--- src/rtl/vga_pixel_stage.sv ---
// Pixel-generation stage behind the VGA timing generator: maps pixels to tiles,
// queries the body store, colours each tile and paces the game with frame/step ticks.
module vga_pixel_stage #(
   parameter int BIT        = 10,
   parameter int HRES       = 640,
   parameter int VRES       = 480,
   parameter int TILE_SHIFT = 5,
   parameter int GRID_W     = 20,
   parameter int GRID_H     = 15,
   parameter int TICK_DIV   = 8
) (
   input  logic           clk,
   input  logic           rst_n,
   input  logic [BIT-1:0] x_pos,
   input  logic [BIT-1:0] y_pos,
   input  logic           active,
   input  logic           h_sync,
   input  logic           v_sync,
   input  logic [4:0]     head_x,
   input  logic [3:0]     head_y,
   input  logic [4:0]     food_x,
   input  logic [3:0]     food_y,
   input  logic           game_over,
   output logic [4:0]     query_x,
   output logic [3:0]     query_y,
   input  logic           body_hit,
   output logic [1:0]     r,
   output logic [1:0]     g,
   output logic [1:0]     b,
   output logic           hsync_o,
   output logic           vsync_o,
   output logic           frame_tick,
   output logic           game_tick
);
   localparam int FCW = (TICK_DIV > 1) ? $clog2(TICK_DIV) : 1;

   logic           w_act;
   logic           w_frame;
   logic [4:0]     r_tx;
   logic [3:0]     r_ty;
   logic           r_act;
   logic           r_hs;
   logic           r_vs;
   logic           r_go;
   logic           r_frame;
   logic [5:0]     w_rgb;
   logic [5:0]     r_rgb;
   logic           r_hso;
   logic           r_vso;
   logic           r_ft;
   logic           r_gt;
   logic [FCW-1:0] r_fc;

   // Range qualification keeps tile indices meaningful even if active is ever misaligned.
   assign w_act   = active && (x_pos < BIT'(HRES)) && (y_pos < BIT'(VRES));
   assign w_frame = (x_pos == '0) && (y_pos == BIT'(VRES));

   always_ff @(posedge clk or negedge rst_n) begin
      if (!rst_n) begin
         r_tx    <= '0;
         r_ty    <= '0;
         r_act   <= 1'b0;
         r_hs    <= 1'b1;
         r_vs    <= 1'b1;
         r_go    <= 1'b0;
         r_frame <= 1'b0;
      end else begin
         r_act   <= w_act;
         r_tx    <= w_act ? x_pos[TILE_SHIFT+4:TILE_SHIFT] : 5'd0;
         r_ty    <= w_act ? y_pos[TILE_SHIFT+3:TILE_SHIFT] : 4'd0;
         r_hs    <= h_sync;
         r_vs    <= v_sync;
         r_go    <= game_over;
         r_frame <= w_frame;
      end
   end

   assign query_x = r_tx;
   assign query_y = r_ty;

   always_comb begin
      w_rgb = 6'b00_00_00;
      if (!r_act) begin
         w_rgb = 6'b00_00_00;
      end else if ((r_tx == 5'd0) || (r_tx == 5'(GRID_W - 1)) ||
                   (r_ty == 4'd0) || (r_ty == 4'(GRID_H - 1))) begin
         w_rgb = 6'b01_01_01;
      end else if ((r_tx == head_x) && (r_ty == head_y)) begin
         w_rgb = 6'b00_11_00;
      end else if (body_hit) begin
         w_rgb = 6'b00_10_00;
      end else if ((r_tx == food_x) && (r_ty == food_y)) begin
         w_rgb = 6'b11_00_00;
      end else if (r_go) begin
         w_rgb = 6'b01_00_00;
      end else begin
         w_rgb = 6'b00_00_01;
      end
   end

   always_ff @(posedge clk or negedge rst_n) begin
      if (!rst_n) begin
         r_rgb <= '0;
         r_hso <= 1'b1;
         r_vso <= 1'b1;
         r_ft  <= 1'b0;
         r_gt  <= 1'b0;
         r_fc  <= '0;
      end else begin
         r_rgb <= w_rgb;
         r_hso <= r_hs;
         r_vso <= r_vs;
         r_ft  <= r_frame;
         r_gt  <= r_frame && (r_fc == FCW'(TICK_DIV - 1));
         if (r_frame) begin
            r_fc <= (r_fc == FCW'(TICK_DIV - 1)) ? '0 : r_fc + 1'b1;
         end
      end
   end

   assign r          = r_rgb[5:4];
   assign g          = r_rgb[3:2];
   assign b          = r_rgb[1:0];
   assign hsync_o    = r_hso;
   assign vsync_o    = r_vso;
   assign frame_tick = r_ft;
   assign game_tick  = r_gt;
endmodule

--- config.mk ---
export PLATFORM = sky130hd
export DESIGN_NAME = vga_pixel_stage
export DESIGN_NICKNAME = d
export VERILOG_FILES = /design/src/rtl/vga_pixel_stage.sv
export SDC_FILE = /design/constraint.sdc
export NUM_CORES = 1
export LEC_CHECK = 0
export CORE_ASPECT_RATIO = 1.2
export CORE_MARGIN = 3
export CORE_UTILIZATION = 38
export DETAILED_ROUTE_END_ITERATION = 7
export PLACE_DENSITY = 0.79
export SYNTH_ARGS = -nofsm -noshare
export SYNTH_HDL_FRONTEND = slang
export SYNTH_SLANG_ARGS = --single-unit
--- constraint.sdc ---
create_clock -name clk -period 1.83 [get_ports clk]
set_input_delay 0.366 -clock clk [delete_from_list [all_inputs] [get_ports clk]]
set_output_delay 0.366 -clock clk [all_outputs]
set_load 0.03 [all_outputs]
==> metrics, run 1 <==
1st-iter DRT viols=6; area growth from synthesis to layout=59.2%; Leak=0.000877 uW; TritonCTS clock tree=built; status=complete, no violations; GRT busiest layer=met2; Power Density=651 nW/um2; maxcap violations=0; final setup margin=0.111 ns; PnR Total Power=1220 uW; Routed Antenna Nets=0; clock latency on the worst-skew pair=0.32 ns; pre-CTS setup slack=-0.0696 ns; vias in the first global route=1021; H-tree depth=1; total global-route track usage=15.9%; min Tclk post-route=1.72 ns; antenna violations before repair=0; port buffer count=62; CP arrival=1.35 ns; clk sink count=26; aggregate routed wire length=2780 um; Hold EP=vsync_o; postcts setup bufs=0; Fin Setup TNS=0 ns; Final Hold Fails=0; Worst-path clk slew=0.14 ns; Final Instance Area=1880 um2; Residual DRC=0; met2 Use GR=28.5%; final setup violation count=0; global-route met1 utilization=17.1%; GP Congestion=0.739; worst hold path type=register to register; crit path kind=register to output port; clock root buffer=clkbuf_4; critical path, cell by cell=clkdlybuf4s50_1; Mapped Area=1180 um2; min-delay src=r_vs; Slew Viols, Final=0; DR pass1 iterations=5; core area=2890 um2; grt met3 use=5.62%; post-synth cell types=28; total congestion overflow=0; Area after DPL=1840 um2; Max stage delay on crit path=0.68 ns; commonest cells after routing, fill and taps aside=clkdlybuf4s50_1 (51), dfrtp_1 (22), xor2_1 (15); worst-path fanout max=1; detailed placer's ending HPWL=2400 um; Ports=64; depth of the worst hold-timing path=0; Peak Freq=582 MHz; Seq/Total Area, Yosys=55.6%; area of the multi-input gates=508 um2; most common cell after layout, fill and taps aside=clkdlybuf4s50_1; FILL cells=243; Starting Density=40.8%; mean routed wirelength per cell=14.1 um; Hold Slack=0.367 ns; reg2reg setup slack=0.19 ns; Clock Skew=0.00498 ns; CP required=1.46 ns; critical path's top delay family=buffers and inverters; Via density=5.04; CTS Buf Count=3; Nets=211; Ant. Diodes=0; final worst-path cycle share=94.0%; warnings from Yosys=0; Cells after Synth=98; CP bufs+invs=1; Mean Syn Cell Area=12.0 um2; vias=992; largest net degree at the start of global routing=27; Synth Net Count=145; reg2reg start=query_x[0]; RSZ-0062 raised after global routing=false; Register Area=656 um2; Rows=21; Setup crit end kind=output port; Worst setup SP type=register; Die Width=56.8 um; IR drop worst, VDD=0.677 mV; die area=3810 um2; first-pass GRT wire length=4470 um; Yosys reg bits=26; share of cells above drive strength 1=9.82%; Bufs on Longest Clock Path=2; Die H=67.0 um; RR Endpoint=r_rgb[4]; R2R cell count=4; slowest stage cell, crit path=clkdlybuf4s50_1
registers in the layout, summed over array words and instances, names as in the netlist, 3 cells and up:
signal   count
query_y      4
query_x      5
r_rgb        5
r_fc         3
worst reg2reg max path, stage by stage (launching register included):
cell and delay [ns]:
dfrtp_1 0.48, or3_1 0.39, a211oi_2 0.29, nor2_1 0.12, a221oi_2 0.28
cells by family after synthesis:
family	Yosys count	share of synthesized area, %
other	1	0.318
AND/OR/NAND/NOR	37	18.4
XOR/XNOR	18	13.4
flip-flops	26	55.6
multiplexers	3	2.87
AO/OA/AOI/OAI	8	6.05
adder cells (fa/ha/maj)	2	2.12
buffers and inverters	3	1.27
stage by stage:
stage / instances / util [%]
final: 197 / 64.9
after global routing: 197 / 64.9
after global placement: 193 / 63.6
after detailed placement: 193 / 63.6
after CTS: 197 / 64.9
after floorplan: 98 / -
layer usage:
layer | vias to the layer above | part of all wire (%) | wire length [um]
li1 | 474 | - | -
met3 | 2 | 8.6 | 240
met5 | - | 0 | 0
met1 | 471 | 35 | 972
met4 | 0 | 0.76 | 21
met2 | 45 | 56 | 1540
what timing repair did:
item	CTS	global route
resized for setup	11	0
setup endpoints to repair	11	0
hold buffers	0	0
cell usage after synthesis, drive strengths merged:
| cell | instances | area [um2] |
|---|---|---|
| dfrtp | 22 | 551 |
| nand4 | 3 | 18.8 |
| a41o | 1 | 10.0 |
| and2 | 10 | 62.6 |
| mux2 | 3 | 33.8 |
| xnor2 | 3 | 26.3 |
| a211oi | 1 | 12.5 |
| a21oi | 2 | 10.0 |
| ha | 2 | 25.0 |
| dfstp | 4 | 105 |
| a32o | 1 | 10.0 |
| o21ai | 1 | 5.00 |
| a41oi | 1 | 8.76 |
| nor2 | 5 | 18.8 |
| and4b | 1 | 10.0 |
| buf | 1 | 7.51 |
| clkbuf | 1 | 3.75 |
| a221oi | 1 | 15.0 |
| nand2 | 2 | 7.51 |
| nand3 | 2 | 10.0 |
| nor3 | 4 | 20.0 |
| or3 | 2 | 12.5 |
| or2 | 1 | 6.26 |
| conb | 1 | 3.75 |
| xor2 | 15 | 131 |
| inv | 1 | 3.75 |
| nor4 | 7 | 50.1 |
where the power goes:
part           internal, uW  leakage, uW  switching (uW)
Sequential              595     0.000342            13.7
Combinational           131     0.000507            99.1
Clock                   221    0.0000279             163
layout make-up:
type / instances / area share [%]
clock buffers: 3 / 1.20
clock inverters: 1 / 1.60
inverters: 1 / 0.200
multi-input cells: 69 / 27.1
flip-flops and latches: 26 / 34.9
well taps: 34 / 2.27
repair buffers: 63 / 32.7
how the worst max path moves through the flow:
stage	slack, ns	end	startpoint	depth (start not counted)
finish	0.11	frame_tick	frame_tick	1
global placement	-0.01	r_rgb[0]	head_y[2]	5
global route	0.04	frame_tick	frame_tick	1
detailed placement	-0.07	r_rgb[0]	food_x[3]	5
floorplan	0.23	r_rgb[4]	query_x[4]	4
CTS	0.09	frame_tick	frame_tick	1
(Power assumes the default switching activity.)
==> run 2: changes to the inputs <==
--- a/config.mk
+++ b/config.mk
@@ -10,6 +10,7 @@
 export CORE_UTILIZATION = 38
 export DETAILED_ROUTE_END_ITERATION = 7
 export PLACE_DENSITY = 0.79
+export REMOVE_ABC_BUFFERS = 1
 export SYNTH_ARGS = -nofsm -noshare
 export SYNTH_HDL_FRONTEND = slang
 export SYNTH_SLANG_ARGS = --single-unit
==> run 2 against run 1 <==
Clock skew shrank 0.0040 ns. Sequential power about the same. Clock-buffer cell count unchanged. Register-to-register slack gained 0.02 ns. Cell area up 0.40%. Final cell count increased by 0.51%. Critical endpoint unchanged. Global-route usage up 0.68 points. Worst hold slack improved by 0.0020 ns. Clock power barely moved. First-iteration DRC count increased by 50%. Via count is 0.30% lower.
==> metrics, run 2 (same netlist as run 1, synthesis figures left out) <==
TritonCTS clock tree=built; reg2reg setup slack=0.21 ns (+0.02 ns); RR Endpoint=r_rgb[4]; clock latency on the worst-skew pair=0.32 ns (about the same); area growth from synthesis to layout=59.9%; RSZ-0062 raised after global routing=false; Peak Freq=586 MHz (+0.83%); IR drop worst, VDD=0.382 mV (-44%); Routed Antenna Nets=0 (unchanged); vias=989 (-0.30%); antenna violations before repair=0 (unchanged); crit path kind=register to output port; Final Hold Fails=0 (unchanged); internal power=948 uW (+0.11%); commonest cells after routing, fill and taps aside=clkdlybuf4s50_1 (51), dfrtp_1 (22), xor2_1 (15); min Tclk post-route=1.71 ns (-0.0141 ns); FILL cells=244 (+0.41%); Switching Power=276 uW (+0.33%); Register Area=656 um2 (unchanged); Worst Setup EP=frame_tick; Worst path depth=1 (unchanged); first-pass GRT wire length=4680 um (+4.6%); Worst setup SP type=register; Leak=0.000882 uW (+0.61%); vias in the first global route=1076 (+5.4%); Bufs on Longest Clock Path=2 (unchanged); CTS Buf Count=3 (unchanged); GP Congestion=0.811 (+9.7%); core area=2890 um2 (unchanged); critical path, cell by cell=clkdlybuf4s50_1; reg2reg start=query_x[0]; CP required=1.46 ns (about the same); switching share of total power=22.6% (+0.039 points); Power Density=650 nW/um2 (-0.24%); Final Instance Area=1880 um2 (+0.40%); mean routed wirelength per cell=14.3 um (+1.7%); Worst-path clk slew=0.13 ns (about the same); slowest stage cell, crit path=clkdlybuf4s50_1; H-tree depth=1 (unchanged); DR pass1 iterations=4 (-1); worst hold path type=register to register; Rows=21 (unchanged); share of cells above drive strength 1=10.4% (+0.55 points); Die Width=56.8 um (unchanged); cts repair resizes=11 (unchanged); critical path's top delay family=buffers and inverters; Comb pwr share=18.6% (-0.2 points); Setup crit end kind=output port; Clock Skew=0.00103 ns (-0.00395 ns); Starting Density=40.8% (unchanged); postcts setup bufs=0 (unchanged); Via density=4.99 (-0.81%); final setup violation count=0 (unchanged); clock root buffer=clkbuf_4; 1st-iter DRT viols=9 (+3); worst-path fanout max=1 (unchanged); most common cell after layout, fill and taps aside=clkdlybuf4s50_1; Area after DPL=1850 um2 (+0.41%); crit path launch=frame_tick; total congestion overflow=0 (unchanged); Clock power frac=31.6% (+0.2 points); total global-route track usage=16.6% (+0.68 points); R2R cell count=4 (unchanged); aggregate routed wire length=2840 um (+2.2%); Ant. Diodes=0 (unchanged); Fin Setup TNS=0 ns (unchanged); maxcap violations=0 (unchanged); CP bufs+invs=1 (unchanged); Residual DRC=0 (unchanged); port buffer count=62 (unchanged); hold-fix buffers at CTS=0 (unchanged); final worst-path cycle share=93.2% (-0.77 points); Max stage delay on crit path=0.66 ns (-0.02 ns); largest net degree at the start of global routing=27 (unchanged); Ports=64 (unchanged); Slew Viols, Final=0 (unchanged); sequential share of power=49.8% (about the same); area of the multi-input gates=508 um2 (unchanged); Die H=67.0 um (unchanged); status=complete, no violations; CP arrival=1.34 ns (about the same); die area=3810 um2 (unchanged); Nets=212 (+0.47%); clk sink count=26 (unchanged)
## run 2: area by class of cell
class                      count  share of cell area, %
sequential                    26                   34.8
multi-input combinational     69                   27.0
clock inverter                 1                   1.59
clock buffer                   3                   1.20
tap                           34                   2.26
inverter                       1                  0.199
timing repair buffer          64                   33.0
## run 2: per-layer routing
metal	GRT usage, %	part of all wire [%]
met5	0	0
met4	8.12	2.6
met3	5.62	10
met2	32.1	54
met1	15.2	33
## run 2: power groups by stage
stage               clock network (uW)  registers (uW)  logic (uW)
floorplan                            0             644        59.0
global placement                     0             620         232
detailed placement                   0             621         236
CTS                                397             610         231
global route                       422             613         247
finish                             387             610         228
## run 2: metrics by stage
step	hold slack [ns]	power (uW)	std cells	worst slack [ns]	utilization, %
final	0.369	1220	198	0.125	65.2
after global routing	0.378	1280	198	0.0492	65.2
after CTS	0.370	1240	198	0.101	65.2
after detailed placement	0.351	857	194	-0.0970	63.9
after global placement	0.348	852	194	0.0000865	63.9
after floorplan	0.0704	703	96	0.233	-
## run 2: worst min-delay path by stage
stage / startpoint / to / depth (start not counted)
5_1_grt: r_hs / hsync_o / 0
3_5_place_dp: r_hs / hsync_o / 0
2_1_floorplan: rst_n / frame_tick / 0
4_1_cts: r_hs / hsync_o / 0
3_3_place_gp: r_hs / hsync_o / 0
6_report: r_hs / hsync_o / 0
